### src/rtl/wait_pulse_gen.sv
// wait_pulse_gen
// Detects when a metered vehicle has stopped and charges waiting time.
// A 1 s tick comes from a free-running prescaler. After STOP_TICKS ticks with
// no wheel edge, the vehicle counts as waiting. While waiting, every tick adds
// one second to an MM:SS BCD total. Every UNIT_SEC waiting ticks issue one
// wait-fare pulse, unless the fare is already at its ceiling.
//
// Ports
//   clk             system clock, rising edge
//   rst             synchronous active-high reset
//   wheel_pulse     wheel sensor level (already synchronous to clk)
//   trip_active     meter running; 0 returns to IDLE
//   max             fare at ceiling; suppresses wait charging
//   wait_en         registered: next state is WAITING and max is low
//   wait_fare_pulse one-clk pulse per completed wait unit
//   wait_time_bcd   waiting time this trip, BCD MM:SS, saturates at 99:59
//
// state   | meaning
// IDLE    | no trip; outputs hold, wait_en low
// MOVING  | trip running, wheel turning; counting ticks without wheel edges
// WAITING | vehicle stopped; ticks add waiting time and charge units
module wait_pulse_gen #(
  parameter int unsigned TICK_DIV   = 50_000_000,
  parameter int unsigned STOP_TICKS = 3,
  parameter int unsigned UNIT_SEC   = 60
) (
  input  logic        clk,
  input  logic        rst,
  input  logic        wheel_pulse,
  input  logic        trip_active,
  input  logic        max,
  output logic        wait_en,
  output logic        wait_fare_pulse,
  output logic [15:0] wait_time_bcd
);

  localparam int PW = (TICK_DIV > 1) ? $clog2(TICK_DIV) : 1;
  localparam int SW = $clog2(STOP_TICKS + 1);
  localparam int UW = (UNIT_SEC > 1) ? $clog2(UNIT_SEC) : 1;

  typedef enum logic [1:0] {IDLE, MOVING, WAITING} state_t;

  state_t          state_q, state_d;
  logic [PW-1:0]   presc_q;
  logic [SW-1:0]   stop_q, stop_d;
  logic [UW-1:0]   unit_q, unit_d;
  logic [15:0]     bcd_d;
  logic            pulse_d;
  logic            wheel_d;
  logic            tick;
  logic            wheel_edge;

  // One-second increment of an MM:SS BCD value. It holds at 99:59.
  function automatic logic [15:0] bcd_inc(input logic [15:0] v);
    logic [3:0] s0, s1, m0, m1;
    {m1, m0, s1, s0} = v;
    if (v != 16'h9959) begin
      if (s0 != 4'd9) begin
        s0 = s0 + 4'd1;
      end else begin
        s0 = 4'd0;
        if (s1 != 4'd5) begin
          s1 = s1 + 4'd1;
        end else begin
          s1 = 4'd0;
          if (m0 != 4'd9) begin
            m0 = m0 + 4'd1;
          end else begin
            m0 = 4'd0;
            m1 = m1 + 4'd1;
          end
        end
      end
    end
    bcd_inc = {m1, m0, s1, s0};
  endfunction

  assign tick       = (presc_q == PW'(TICK_DIV - 1));
  assign wheel_edge = wheel_pulse & ~wheel_d;

  always_ff @(posedge clk) begin
    if (rst) begin
      presc_q <= '0;
    end else if (tick) begin
      presc_q <= '0;
    end else begin
      presc_q <= presc_q + PW'(1);
    end
  end

  always_comb begin
    state_d = state_q;
    stop_d  = stop_q;
    unit_d  = unit_q;
    bcd_d   = wait_time_bcd;
    pulse_d = 1'b0;
    if (!trip_active) begin
      state_d = IDLE;
    end else begin
      unique case (state_q)
        IDLE: begin
          state_d = MOVING;
          stop_d  = '0;
          unit_d  = '0;
          bcd_d   = 16'h0000;
        end
        MOVING: begin
          if (wheel_edge) begin
            stop_d = '0;
          end else if (tick) begin
            stop_d = stop_q + SW'(1);
            if (stop_q == SW'(STOP_TICKS - 1)) state_d = WAITING;
          end
        end
        WAITING: begin
          // A wheel edge ends waiting. A tick in the same cycle is dropped.
          if (wheel_edge) begin
            state_d = MOVING;
            stop_d  = '0;
          end else if (tick) begin
            bcd_d = bcd_inc(wait_time_bcd);
            if (unit_q == UW'(UNIT_SEC - 1)) begin
              unit_d  = '0;
              pulse_d = !max;
            end else begin
              unit_d = unit_q + UW'(1);
            end
          end
        end
        default: state_d = IDLE;
      endcase
    end
  end

  always_ff @(posedge clk) begin
    if (rst) begin
      state_q         <= IDLE;
      stop_q          <= '0;
      unit_q          <= '0;
      wheel_d         <= 1'b0;
      wait_en         <= 1'b0;
      wait_fare_pulse <= 1'b0;
      wait_time_bcd   <= 16'h0000;
    end else begin
      state_q         <= state_d;
      stop_q          <= stop_d;
      unit_q          <= unit_d;
      wheel_d         <= wheel_pulse;
      wait_en         <= (state_d == WAITING) && !max;
      wait_fare_pulse <= pulse_d;
      wait_time_bcd   <= bcd_d;
    end
  end

endmodule

### config.mk
export PLATFORM = sky130hd
export DESIGN_NAME = wait_pulse_gen
export DESIGN_NICKNAME = d
export VERILOG_FILES = /design/src/rtl/wait_pulse_gen.sv
export SDC_FILE = /design/constraint.sdc
export NUM_CORES = 1
export LEC_CHECK = 0
export BUFFER_PORTS_ARGS = -buffer_cell sky130_fd_sc_hd__buf_2
export CAP_MARGIN = 20
export CORE_ASPECT_RATIO = 2
export CORE_MARGIN = 10
export CORE_UTILIZATION = 45
export DETAILED_ROUTE_END_ITERATION = 12
export GPL_TIMING_DRIVEN = 0
export PLACE_DENSITY = 0.6
export SLEW_MARGIN = 20
export SYNTH_ARGS = -nofsm -noshare
export SYNTH_HDL_FRONTEND = slang
export SYNTH_SLANG_ARGS = --single-unit
### constraint.sdc
create_clock -name clk -period 2.8 [get_ports clk]
set_input_delay 0.28 -clock clk [delete_from_list [all_inputs] [get_ports clk]]
set_output_delay 0.28 -clock clk [all_outputs]
set_load 0.01 [all_outputs]
### Word level (Yosys, flattened, before mapping)

Index checks and enable logic that the tools add are counted.

* equality and inequality tests: 18
* reduce and logical (&&, ||, !) cells: 13
* bitwise operators: 6
* add/subtract/negate cells: 7
* mux-type cells: 30

Operator list (number)
* 4-bit 2-to-1 mux: 13
* 16-bit 2-to-1 mux: 2
* 16-bit one-hot mux with 2 select lines: 1
* 26-bit by 1-bit adder with 26-bit output, second input constant: 1
* 26-bit equality test, second input constant: 1
* 6-bit 2-to-1 mux: 3
* 4-bit by 1-bit adder with 4-bit output, second input constant: 4
* 2-bit 2-to-1 mux: 8
* 16-bit != test, second input constant: 1
* 2-bit != test, second input constant: 7
* 2-bit one-hot mux with 3 select lines: 2
* 6-bit one-hot mux with 2 select lines: 1
* 4-bit != test, second input constant: 2
* 4-bit AND reduction: 2
* 8-bit AND reduction: 1
* 7-bit AND reduction: 1
* 6-bit by 1-bit adder with 6-bit output, second input constant: 1
* 2-bit equality test, second input constant: 3
* 6-bit equality test, second input constant: 1
* 6-bit AND reduction: 1
* 6-bit OR reduction: 1
* 1-bit inverter: 5
* 5-bit AND reduction: 1
* 4-bit by 3-bit != test with 1-bit output, second input constant: 1
* 10 further kinds: 10

* logic and storage cells: 85
* output and inout port bits: 18
* input port bits: 5
* register bits after elaboration: 55

### Longest topological paths before layout

* depth after elaboration: 8
* gate-level depth with buffers: 8
* mapped depth without buffers: 7

### Worst setup path after synthesis

Ideal clock, no wire load.

* path kind: flip-flop to flip-flop
* from: register presc_q[0]
* to: register unit_q[4]
* library setup time: 0.125 ns
* stages on the path, launching flop included: 9
* period minus slack after synthesis: 2.110 ns
* path slack: 0.690 ns
* arrival: 1.985 ns
* buffers on the path: 2
* required time: 2.675 ns
* path through: dfxtp_1 -> ha_1 -> nand3_1 -> or2_1 -> o31a_1 -> clkbuf_1 -> clkbuf_1 -> o211ai_1 -> o31ai_1

* cells in the longest elaborated chain, start to end: 3

Ends and longest elaborated chain
* from (decl): line 44 `logic [PW-1:0] presc_q;`
* from (signal assigned): line 87 `presc_q <= presc_q + PW'(1);`
* 26-bit equality test: line 78 `assign tick = (presc_q == PW'(TICK_DIV - 1));`
* 2-bit != test (no source line)
* 4-bit AND reduction (no source line)
* to (signal assigned): line 147 `unit_q <= unit_d;`
* to (decl): line 46 `logic [UW-1:0] unit_q, unit_d;`

Every way passes these cells.
A chain may end at the register's enable or synchronous reset.

### Worst setup path in the final report

* from: register presc_q[0]
* to: register wait_time_bcd[14]

* cells in the longest elaborated chain, start to end: 3

Ends and longest elaborated chain
* 26-bit equality test: line 78
* 2-bit != test (no source line)
* 8-bit AND reduction (no source line)
* to (signal assigned): line 143 `wait_time_bcd <= 16'h0000;`
* to (signal assigned): line 151 `wait_time_bcd <= bcd_d;`
* to (decl): line 34 `output logic [15:0] wait_time_bcd`

Every way passes these cells.

==> results by group <==
Outcome
  – Status: completed

Power
  – Leakage: 1.18 nW
  – VDD IR max: 0.408 mV
  – Pwr dens: 454 mW/mm²

Route
  – Routed WL per cell: 16.6 µm
  – Drt first pass iters: 4
  – Drt total wl: 7.67 mm
  – First DRT Iteration DRCs: 128
  – # DRC: 0
  – Via count: 2687
  – Final ANT Viol Nets: 0
  – Via/cell ratio: 5.80

Timing
  – Hold slack: 0.167 ns
  – Fin crit share: 0.878
  – RSZ-0062 raised after global routing: false
  – Clock Skew: 0.00634 ns
  – Worst-Margin Slew: 1.16 ns
  – Final TNS setup: 0 ns
  – Final Hold Viols: 0
  – Worst Slack Setup Final: 0.341 ns
  – Final setup viols: 0
  – Final Max Tran Viols: 0
  – Max Clock Freq: 407 MHz
  – Post-layout min period: 2.46 ns
  – Slew Limit Headroom: 0.223

CTS
  – Clock Sinks: 55
  – Clock Tree Root: clkbuf_16
  – Clk pin slew, worst setup/hold paths: 0.07 ns
  – Post-CTS setup buffers: 0
  – # resized after CTS: 0
  – TritonCTS clock tree: done
  – Clk buf depth: 2
  – H-tree depth: 2
  – Clk_lat worst skew: 0.30 ns
  – Hold_buf cts: 0
  – CTS Buf Count: 5

Logic synthesis
  – Synth async-reset ratio: 0
  – Sequential element share of the synthesized area: 0.379
  – Synth warn: 0
  – Post-synthesis cell type count: 48
  – Post-synthesis register bit count: 55
  – Avg Cell Area, Syn: 8.36 µm²
  – Synth Cell Area: 0.00291 mm²
  – Post-Syn Nets: 364
  – Number of synthesized flops with an enable pin: 0
  – Syn Inst Count: 348
  – Post-synth top flop: dfxtp_1

Final layout
  – ANT cells: 0
  – Area Growth Syn to Fin: 12.1%
  – Share of layout cells above drive strength 1: 0.106
  – Fin util: 0.517
  – Final net count: 392
  – Fillers: 636

Setup path
  – Crit path launch type: flip-flop
  – Worst reg-to-reg path cell count: 7
  – WP data arrival: 2.63 ns
  – WP data required: 2.97 ns
  – Crit path from: presc_q[0]
  – Worst r2r src: presc_q[0]
  – R2R Setup Slk: 0.34 ns
  – Reg-to-reg endpoint: wait_time_bcd[14]
  – Crit path capture: wait_time_bcd[14]
  – Critical Path Fanout Max: 17
  – Crit path kind: reg -> reg
  – Worst Setup End Kind: flip-flop

GRT
  – Number of global-route vias before repair: 2722
  – Gr usage total: 0.153
  – First-pass GRT wire length: 12.9 mm
  – Initial antenna violation count: 0
  – Largest net degree at the start of global routing: 16
  – Gr ovfl total: 0

Floorplanning
  – Starting Density: 0.461
  – I/O Pins: 23
  – Core region area: 0.00631 mm²
  – Die Y: 134 µm
  – Die X: 76.8 µm
  – FP Rows: 41
  – Die area: 0.0103 mm²

Placement
  – PortBufs: 22
  – Post-DP HPWL: 5.96 mm
  – Gpl congestion: 0.878
  – Post-place setup slack: 0.0412 ns

Flow run
  – Max Cap Viol: 0

Hold path
  – Hold crit path type: in -> reg
==> how the worst min path moves through the flow <==
| stage | startpoint | to | cells after the start |
|---|---|---|---|
| finish | max | wait_fare_pulse | 2 |
| global route | max | wait_fare_pulse | 2 |
| floorplan | max | wait_fare_pulse | 1 |
| global placement | presc_q[0] | presc_q[0] | 1 |
| CTS | max | wait_fare_pulse | 2 |
| detailed placement | presc_q[0] | presc_q[0] | 1 |
==> state kept, by name (all words and copies together), names as in the netlist <==
name	count
stop_q	2
unit_q	6
wheel_d	1
wait_time_bcd	16
state_q	2
wait_fare_pulse	1
presc_q	26
wait_en	1
==> synth_stat cells, types with 3 or more instances <==
cell       n  area share
o211ai_1   3      0.0077
nand2b_1   5       0.011
nor4_1     7       0.015
nand2_1   23       0.030
o21ai_0    6       0.010
o21ai_1    7       0.012
a21oi_1   12       0.021
o31ai_1    9       0.023
or3_1      4      0.0086
nand3_1   26       0.045
a31oi_1    5       0.011
or4_1      6       0.015
nor3_1    13       0.022
nor2b_1   10       0.022
nand4b_1   7       0.021
xor2_1    12       0.036
dfxtp_1   55        0.38
nand4_1   11       0.024
nor2_1    40       0.052
xnor2_1   11       0.033
inv_1     11       0.014
clkbuf_1   9       0.012
and3_1     5       0.011
ha_1      11       0.047
or2_2      3      0.0065
nand3b_1   5       0.013
mux2i_1    4       0.014
and4_1     3      0.0090
==> layout by cell type (no fill, tap or decap), drive strengths merged, types with 8 or more instances in the layout <==
master  Yosys  layout
o31ai       9       9
nor2       40      40
a21oi      12      12
o21ai      13      13
ha         11      11
nand2      23      23
xor2       12      12
nand3      26      26
inv        11      11
nor3       13      13
buf         3      25
dfxtp      55      55
nor4        8       8
nor2b      10      10
clkbuf      9      15
xnor2      11      11
nand4      11      11
==> metrics by stage <==
stage	instances	instance area, µm²	total power [mW]
global route	463	3260	1.52
finish	463	3260	1.48
CTS	464	3260	1.49
floorplan	348	2910	0.855
detailed placement	456	3130	0.883
global placement	456	3130	0.882
==> worst max-delay path, stage by stage (launching register included) <==
cell      delay (ns)
dfxtp_1         0.37
ha_1            0.20
nand3_1         0.22
or2_1           0.35
o31a_1          0.50
clkbuf_2        0.31
o211ai_1        0.28
nand3_1         0.11
==> final cells by class <==
cell class | instances | area [µm²] | area share
Sequential cell | 55 | 1100 | 0.338
Clock inverter | 1 | 5.00 | 0.00153
Inverter | 12 | 45.0 | 0.0138
Tap cell | 86 | 108 | 0.0330
Buffer | 11 | 52.6 | 0.0161
Multi-Input combinational cell | 269 | 1710 | 0.523
Timing Repair Buffer | 22 | 110 | 0.0338
Clock buffer | 7 | 133 | 0.0407
==> cell families (layout without fill, tap and decap cells) <==
group	count (synthesis)	in the layout	synth area share
multiplexers	6	6	0.0215
XOR/XNOR	23	23	0.0693
AO/OA/AOI/OAI	50	50	0.109
adder cells (fa/ha/maj)	11	11	0.0473
flip-flops	55	55	0.379
buffers and inverters	24	53	0.0344
AND/OR/NAND/NOR	179	179	0.340
==> metal layers <==
| layer | share of wire | track usage |
|---|---|---|
| met4 | 0.035 | 0.0925 |
| met5 | 0 | 0 |
| met1 | 0.36 | 0.138 |
| met2 | 0.56 | 0.297 |
| met3 | 0.041 | 0.0323 |
==> power by group <==
part / leakage [nW] / switching [mW] / total [mW] / internal (mW)
registers: 0.444 / 0.00564 / 0.794 / 0.788
logic: 0.672 / 0.0500 / 0.0700 / 0.0200
clock network: 0.0679 / 0.284 / 0.615 / 0.332
total: 1.18 / 0.339 / 1.48 / 1.14
Note: power is estimated with default switching activity, not from simulation.
